`config.mk`:
```
export PLATFORM = sky130hd
export DESIGN_NAME = tt_capture
export DESIGN_NICKNAME = d
export VERILOG_FILES = /design/src/rtl/tt_pkg.sv /design/src/rtl/tt_settle_cnt.sv /design/src/rtl/tt_capture.sv
export SDC_FILE = /design/constraint.sdc
export NUM_CORES = 1
export LEC_CHECK = 0
export ABC_AREA = 1
export CORE_MARGIN = 2
export CORE_UTILIZATION = 29
export CTS_BUF_LIST = sky130_fd_sc_hd__clkbuf_8 sky130_fd_sc_hd__clkbuf_16
export CTS_CLUSTER_SIZE = 10
export DETAILED_ROUTE_END_ITERATION = 6
export PLACE_DENSITY = 0.61
export REMOVE_ABC_BUFFERS = 1
export SETUP_SLACK_MARGIN = 0.05
export SYNTH_ARGS = -nofsm -noshare
export SYNTH_HDL_FRONTEND = slang
export SYNTH_HIERARCHICAL = 1
export SYNTH_SLANG_ARGS = --single-unit
```
`constraint.sdc`:
```
create_clock -name clk -period 1.83 [get_ports clk]
set_clock_uncertainty 0.15 [all_clocks]
set_input_delay 0.366 -clock clk [delete_from_list [all_inputs] [get_ports clk]]
set_output_delay 0.366 -clock clk [all_outputs]
set_load 0.1 [all_outputs]
```
`src/rtl/tt_pkg.sv`:
```
// tt_pkg: shared FSM states, truth-table width helper and canonical test tables
package tt_pkg;
  typedef enum logic [1:0] {IDLE, RUN, DONE} state_t;
  function automatic int tt_width(input int n);
    return 1 << n;
  endfunction
  localparam logic [15:0] TT_AND4 = 16'h8000;
  localparam logic [15:0] TT_OR4  = 16'hFFFE;
  localparam logic [15:0] TT_XOR4 = 16'h6996;
  localparam logic [15:0] TT_ZERO = 16'h0000;
endpackage

```
`src/rtl/tt_settle_cnt.sv`:
```
// tt_settle_cnt: per-minterm settle counter with terminal count at SETTLE
module tt_settle_cnt #(
  parameter int SETTLE = 1
) (
  input  logic clk,
  input  logic rst,
  input  logic clr,
  input  logic en,
  output logic tc
);
  logic [3:0] cnt;
  assign tc = cnt == 4'(SETTLE);
  always_ff @(posedge clk or posedge rst)
    if (rst) cnt <= '0;
    else if (clr) cnt <= '0;
    else if (en) cnt <= cnt + 4'd1;
endmodule

```
`src/rtl/tt_capture.sv`:
```
// tt_capture: sequential truth-table reader for small combinational function blocks
module tt_capture
  import tt_pkg::*;
#(
  parameter int N_IN = 4,
  parameter int SETTLE = 1,
  localparam int TT_W = tt_width(N_IN)
) (
  input  logic            clk,
  input  logic            rst,
  input  logic            start,
  input  logic [TT_W-1:0] exp_tt,
  output logic [N_IN-1:0] x,
  input  logic            y,
  output logic            busy,
  output logic            done,
  output logic [TT_W-1:0] tt,
  output logic            tt_valid,
  output logic [N_IN:0]   ones,
  output logic            match
);
  state_t state, nxt;
  logic [TT_W-1:0] exp_q, tt_nxt;
  logic tc, accept, cap, last;
  assign accept = state == IDLE && start;
  assign cap    = state == RUN && tc;
  assign last   = &x;
  assign tt_nxt = {y, tt[TT_W-1:1]};
  assign busy   = state == RUN;
  assign done   = state == DONE;
  tt_settle_cnt #(.SETTLE(SETTLE)) u_settle (
    .clk(clk),
    .rst(rst),
    .clr(accept | cap),
    .en(busy),
    .tc(tc)
  );
  always_ff @(posedge clk or posedge rst)
    if (rst) state <= IDLE;
    else state <= nxt;
  always_comb
    nxt = state == IDLE ? (start ? RUN : IDLE) :
          state == RUN  ? (cap && last ? DONE : RUN) : IDLE;
  always_ff @(posedge clk or posedge rst)
    if (rst) begin
      x        <= '0;
      tt       <= '0;
      ones     <= '0;
      match    <= 1'b0;
      tt_valid <= 1'b0;
      exp_q    <= '0;
    end else if (accept) begin
      x        <= '0;
      tt       <= '0;
      ones     <= '0;
      match    <= 1'b0;
      tt_valid <= 1'b0;
      exp_q    <= exp_tt;
    end else if (cap) begin
      tt   <= tt_nxt;
      ones <= ones + {{N_IN{1'b0}}, y};
      x    <= last ? '0 : x + N_IN'(1);
      if (last) begin
        match    <= tt_nxt == exp_q;
        tt_valid <= 1'b1;
      end
    end
endmodule

```
==> reports/qor.csv, run 1 <==
stage,metric,value,unit
pwr,power.density,1920,nW/um2
setup_path,r2r_cells,9,
placement,routabilityCongestion,0.744,
grt,overflow,0,
drt,antenna_left,0,
sta,fmax,590,MHz
pwr,power_leakage,1.63,nW
logic_synthesis,syn_area_per_cell,8.41,um2
setup_path,critPathMaxFanout,4,
sta,finalCritPeriodShare,92.6,%
cts,cts-root-buf,clkbuf_8,
sta,layout_setup_ws,0.135,ns
cells_and_area,layout-drive-gt1-share,19.9,%
cts,cts_tree,done,
drt,dr_total_vias,1901,
hold_path,hold_path_class,in -> async,
die,fp.dieW,92.7,um
placement,placed_cells,424,
setup_path,start_kind,flip-flop,
logic_synthesis,yosysWarnings,6,
cells_and_area,final_cells,439,
die,fp.dieH,92.7,um
drt,vias_per_cell,4.33,
outcome,status,"complete, no violations",
cells_and_area,n_fill_cell,750,
grt,grt_max_degree,46,
logic_synthesis,synth_seq_area_share,53.8,%
grt,antenna_found_initial,0,
cells_and_area,nNetsFinal,361,
drt,dr.pass1.iters,4,
setup_path,crit_buf_inv,3,
cts,cts_buffers,5,
drt,route.detailed.drc,0,
grt,grt_pass1_wl,9.02,mm
cts,clk_pin_slew_worst_paths,0.09,ns
drt,post_drt_wl_per_cell,12.0,um
sta,rsz0062_at_grt,true,
sta,tightest_slew,0.250,ns
setup_path,cp-end-kind,primary output,
cells_and_area,antenna_cells,0,
sta,setup_viol,0,
setup_path,crit_cells,4,
placement,dp_hpwl,3.69,mm
logic_synthesis,ys_types,23,
logic_synthesis,syn_area,2280,um2
cts,cts.hold.buffers_added,0,
die,start_util,29.7,%
grt,first_global_vias,1886,
cells_and_area,final_common_cell,nand2_1,
logic_synthesis,netlist_instances,271,
sta,min_period,1.70,ns
pwr,irDropWorstVdd,1.54,mV
logic_synthesis,synth_seq_cells,49,
cts,htreeDepth,2,
setup_path,crit_chain,inv_2 > nor2_1 > buf_4 > buf_12,
placement,io_buffer_count,48,
die,io_pins,49,
setup_path,required,1.31,ns
sta,finalHoldViolations,0,
flow_run,max_cap_viol_count,0,
sta,slew_violations,0,
placement,post-place-ws,-0.139,ns
cells_and_area,layout_common_cells,"nand2_1, dfrtp_1, inv_1, buf_12, nor2_1",
drt,routed_wl,5.29,mm
die,rows,32,
drt,drt_iter0_drc,41,
cells_and_area,area_growth,51.1,%
cts,cts.sinks,49,
grt,grt_usage,13.2,%
cells_and_area,multiInputGateArea,880,um2
die,fp.dieArea,8590,um2
die,core,7690,um2
setup_path,cpMaxStageDelayCell,dfrtp_1,
setup_path,path_delay_family,flip-flops,
setup_path,worstSetupPathType,reg -> out,
sta,setup_tns,0,ns
setup_path,critical_path_arrival,1.18,ns
setup_path,crit_path_max_incr_delay,0.40,ns
cts,clock_latency,0.30,ns
sta,max_slew_margin,83.3,%
cells_and_area,final-seq-area,1230,um2
cts,cts_buffer_depth,2,
[worst paths after layout]
kind	end	slack (ns)	startpoint
min in group clk	exp_q[2]$_DFFE_PP0P_	0.36	exp_q[2]$_DFFE_PP0P_
max in group asynchronous	exp_q[15]$_DFFE_PP0P_	1.01	rst
worst min-delay path	u_settle/cnt[2]$_DFFE_PP0P_	0.15	rst
worst max register to register	ones[4]$_DFFE_PP0P_	0.17	u_settle/cnt[1]$_DFFE_PP0P_
worst min register to register	exp_q[2]$_DFFE_PP0P_	0.36	exp_q[2]$_DFFE_PP0P_
worst max-delay path	busy	0.13	state[0]$_DFF_PP0_
[state kept, by name (all words and copies together) (netlist names)]
signal / flops
exp_q: 16
match: 1
ones: 5
state: 2
tt: 16
tt_valid: 1
u_settle/cnt: 4
x: 4
[metrics by stage]
stage | power (mW) | util [%] | cell area [um2] | hold WS [ns]
2_1_floorplan | 4.21 | - | 2240 | -0.0179
3_3_place_gp | 5.60 | 42.1 | 3240 | 0.335
3_5_place_dp | 5.65 | 42.1 | 3240 | 0.341
4_1_cts | 6.63 | 44.3 | 3410 | 0.148
5_1_grt | 6.99 | 44.8 | 3440 | 0.163
6_report | 6.62 | 44.8 | 3440 | 0.151
[synth_stat cells]
| master | count | area (um2) |
|---|---|---|
| o21ai_1 | 4 | 20.0 |
| nor2_4 | 1 | 11.3 |
| inv_1 | 38 | 143 |
| dfrtp_1 | 49 | 1230 |
| nand3_1 | 12 | 60.1 |
| buf_6 | 1 | 11.3 |
| ha_1 | 5 | 62.6 |
| o21ai_0 | 15 | 75.1 |
| nand2_2 | 2 | 12.5 |
| o22ai_1 | 15 | 93.8 |
| inv_2 | 3 | 11.3 |
| nor3_4 | 1 | 16.3 |
| nand3_4 | 1 | 17.5 |
| nor3b_1 | 1 | 7.51 |
| nor2_2 | 1 | 6.26 |
| nor2_1 | 21 | 78.8 |
| xnor2_1 | 4 | 35.0 |
| a21oi_1 | 4 | 20.0 |
| nand2_1 | 84 | 315 |
| xor2_1 | 1 | 8.76 |
| a211oi_1 | 1 | 7.51 |
| nand3_2 | 1 | 10.0 |
| buf_2 | 6 | 30.0 |
[metal layers]
layer / track usage, % / part of all wire (%) / wire length, um / up-vias
met1: 18.7 / 48 / 2550 / 879
met2: 20.5 / 46 / 2460 / 39
met3: 3.42 / 4.7 / 250 / 4
li1: - / - / - / 979
met5: 0 / 0 / 0 / -
met4: 2.57 / 0.64 / 34 / 0
[where the power goes]
group / leakage, nW / switching, mW / total, mW / internal [mW]
combinational: 0.921 / 2.45 / 3.84 / 1.38
sequential: 0.639 / 0.427 / 1.88 / 1.45
clock: 0.0681 / 0.359 / 0.902 / 0.543
total: 1.63 / 3.24 / 6.62 / 3.38
[layout make-up]
class	count	share of cell area, %
flip-flops and latches	49	35.6
repair buffers	65	26.8
multi-input cells	174	25.5
inverters	41	4.47
well taps	102	3.71
clock buffers	5	2.00
clock inverters	3	1.89
[logic make-up (layout without fill, tap and decap cells)]
logic type / count (synthesis) / after routing / share of synthesized area (%)
buf+inv: 48 / 114 / 8.56
flops: 49 / 49 / 53.8
xor+xnor: 5 / 5 / 1.92
fa+ha+maj: 5 / 5 / 2.74
simple gates: 125 / 125 / 23.5
compound gates: 39 / 39 / 9.50
[what timing repair did]
action	in CTS	in global routing
buffers inserted	3	4
hold endpoints to repair	0	0
cloned	0	0
gates resized for setup	2	3
setup endpoints to repair	22	11
pin swaps	1	1
No activity file was read; power rests on OpenSTA's default activity.
==> inputs of run 2 (changes only) <==
==> constraint.sdc (replaced) <==
create_clock -name clk -period 1.83 [get_ports clk]
set_clock_uncertainty 0.15 [all_clocks]
set_input_delay 0.4575 -clock clk [delete_from_list [all_inputs] [get_ports clk]]
set_output_delay 0.4575 -clock clk [all_outputs]
set_load 0.1 [all_outputs]
==> run 2 against run 1 <==
  * Die area is the same
  * Global-route usage down 0.43 points
  * Critical path depth up 4
==> reports/qor.csv, run 2 (synthesis results as in run 1) <==
stage,metric,value,unit
setup_path,worstSetupPathType,in -> reg,
placement,routabilityCongestion,0.760,
grt,antenna_found_initial,0,
cts,cts_tree,done,
drt,drt_iter0_drc,53,
die,fp.dieH,92.7,um
setup_path,crit_chain,clkdlybuf4s50_1 > ha_1 > ha_1 > inv_1 > nor3_4 > nand2_1 > o21ai_1 > nor2_1,
cts,cts_buffer_depth,2,
cells_and_area,nNetsFinal,362,
setup_path,start_kind,input port,
cts,cts.hold.buffers_added,0,
hold_path,hold_path_class,in -> async,
setup_path,critical_path_arrival,1.77,ns
setup_path,critPathMaxFanout,3,
drt,top_layer_used,met4,
drt,wl_met1,2.47,mm
sta,setup_viol,0,
sta,whs,0.273,ns
sta,max_slew_margin,84.4,%
setup_path,cpMostUsedCell,ha_1,
setup_path,path_delay_family,buffers and inverters,
cells_and_area,final_common_cell,nand2_1,
cells_and_area,layout_common_cells,"nand2_1, dfrtp_1, inv_1, buf_12, clkdlybuf4s50_1",
drt,routed_wl,5.06,mm
setup_path,crit_path_max_incr_delay,0.48,ns
sta,tightest_slew,0.235,ns
drt,antenna_left,0,
drt,vias_per_cell,4.33,
grt,grt_max_degree,34,
outcome,status,"complete, no violations",
cts,htreeDepth,2,
cells_and_area,final_cells,440,
cts,cts_buffers,5,
drt,met3_length,254,um
setup_path,crit_buf_inv,2,
placement,dp_hpwl,3.86,mm
sta,finalHoldViolations,0,
die,fp.dieW,92.7,um
sta,rsz0062_at_grt,true,
die,fp.dieArea,8590,um2
die,rows,32,
setup_path,required,1.86,ns
grt,overflow,0,
die,core,7690,um2
cts,cts.sinks,49,
sta,finalCritPeriodShare,94.6,%
setup_path,cp-end-kind,flip-flop,
sta,slew_violations,0,
cells_and_area,layout-drive-gt1-share,21.0,%
placement,placed_cells,430,
pwr,power_leakage,1.63,nW
cells_and_area,antenna_cells,0,
placement,io_buffer_count,48,
cells_and_area,area_growth,50.5,%
drt,wl_met2,2.31,mm
drt,dr_total_vias,1903,
grt,grt_usage,12.7,%
sta,min_period,1.73,ns
cells_and_area,largest_registers,"exp_q (16), tt (16), ones (5)",
drt,dr.pass1.iters,4,
pwr,power,6.44,mW
cells_and_area,finish.utilization,44.6,%
flow_run,max_cap_viol_count,0,
cts,clk_pin_slew_worst_paths,0.10,ns
sta,fmax,577,MHz
die,io_pins,49,
grt,first_global_vias,1906,
drt,route.detailed.drc,0,
die,start_util,29.7,%
grt,grt_pass1_wl,8.75,mm
pwr,irDropWorstVdd,1.30,mV
cts,clock_latency,0.30,ns
cts,cts-root-buf,clkbuf_8,
setup_path,cpMaxStageDelayCell,clkdlybuf4s50_1,
drt,post_drt_wl_per_cell,11.5,um
pwr,power.density,1880,nW/um2
run 2: changes by cell type in the layout (fill, tap and decap cells not counted), sizes merged:
cell / change
bufinv: -2
buf: +1
clkbuf: +1
inv: +1
run 2: final timing paths:
| check | from | endpoint | slack, ns | depth (start not counted) |
|---|---|---|---|---|
| setup / recovery | y | ones[4]$_DFFE_PP0P_ | 0.1 | 8 |
| max in group asynchronous | rst | tt[0]$_DFFE_PP0P_ | 0.93 | 3 |
| setup reg to reg | u_settle/cnt[1]$_DFFE_PP0P_ | ones[4]$_DFFE_PP0P_ | 0.13 | 9 |
| min in group clk | exp_q[8]$_DFFE_PP0P_ | exp_q[8]$_DFFE_PP0P_ | 0.36 | 2 |
| hold reg to reg | exp_q[8]$_DFFE_PP0P_ | exp_q[8]$_DFFE_PP0P_ | 0.36 | 2 |
| hold / removal | rst | u_settle/cnt[1]$_DFFE_PP0P_ | 0.27 | 2 |
run 2: through the flow:
stage,cell area (um2),worst slack [ns],TNS [ns]
3_5_place_dp,3280,-0.209,-0.856
6_report,3430,0.0981,0
3_3_place_gp,3280,-0.177,-0.205
4_1_cts,3400,0.0519,0
2_1_floorplan,2240,-0.793,-6.59
5_1_grt,3430,-0.00990,-0.00990
run 2: layout make-up:
class | count | area [um2]
Clock buffer | 6 | 82.6
Multi-Input combinational cell | 174 | 885
Inverter | 41 | 154
Sequential cell | 49 | 1230
Fill cell | 731 | 4260
Clock inverter | 2 | 17.5
Timing Repair Buffer | 66 | 938
Tap cell | 102 | 128
run 2: repair_timing:
action | 4_1_cts | 5_1_grt
endpoints found under the hold margin | 0 | 0
setup buffers | 1 | 1
resized for setup | 2 | 9
setup endpoints to repair | 31 | 9
pin swaps | 1 | 0
run 2: power breakdown:
group | switching [mW] | total [mW] | internal [mW]
Sequential | 0.428 | 1.88 | 1.45
Clock | 0.361 | 0.675 | 0.314
Combinational | 2.45 | 3.89 | 1.44
run 2: layer usage:
| layer | vias up | global-route usage (%) |
|---|---|---|
| met1 | 881 | 17.5 |
| li1 | 979 | - |
| met2 | 39 | 20.2 |
| met5 | - | 0 |
| met3 | 4 | 3.42 |
| met4 | 0 | 3.06 |
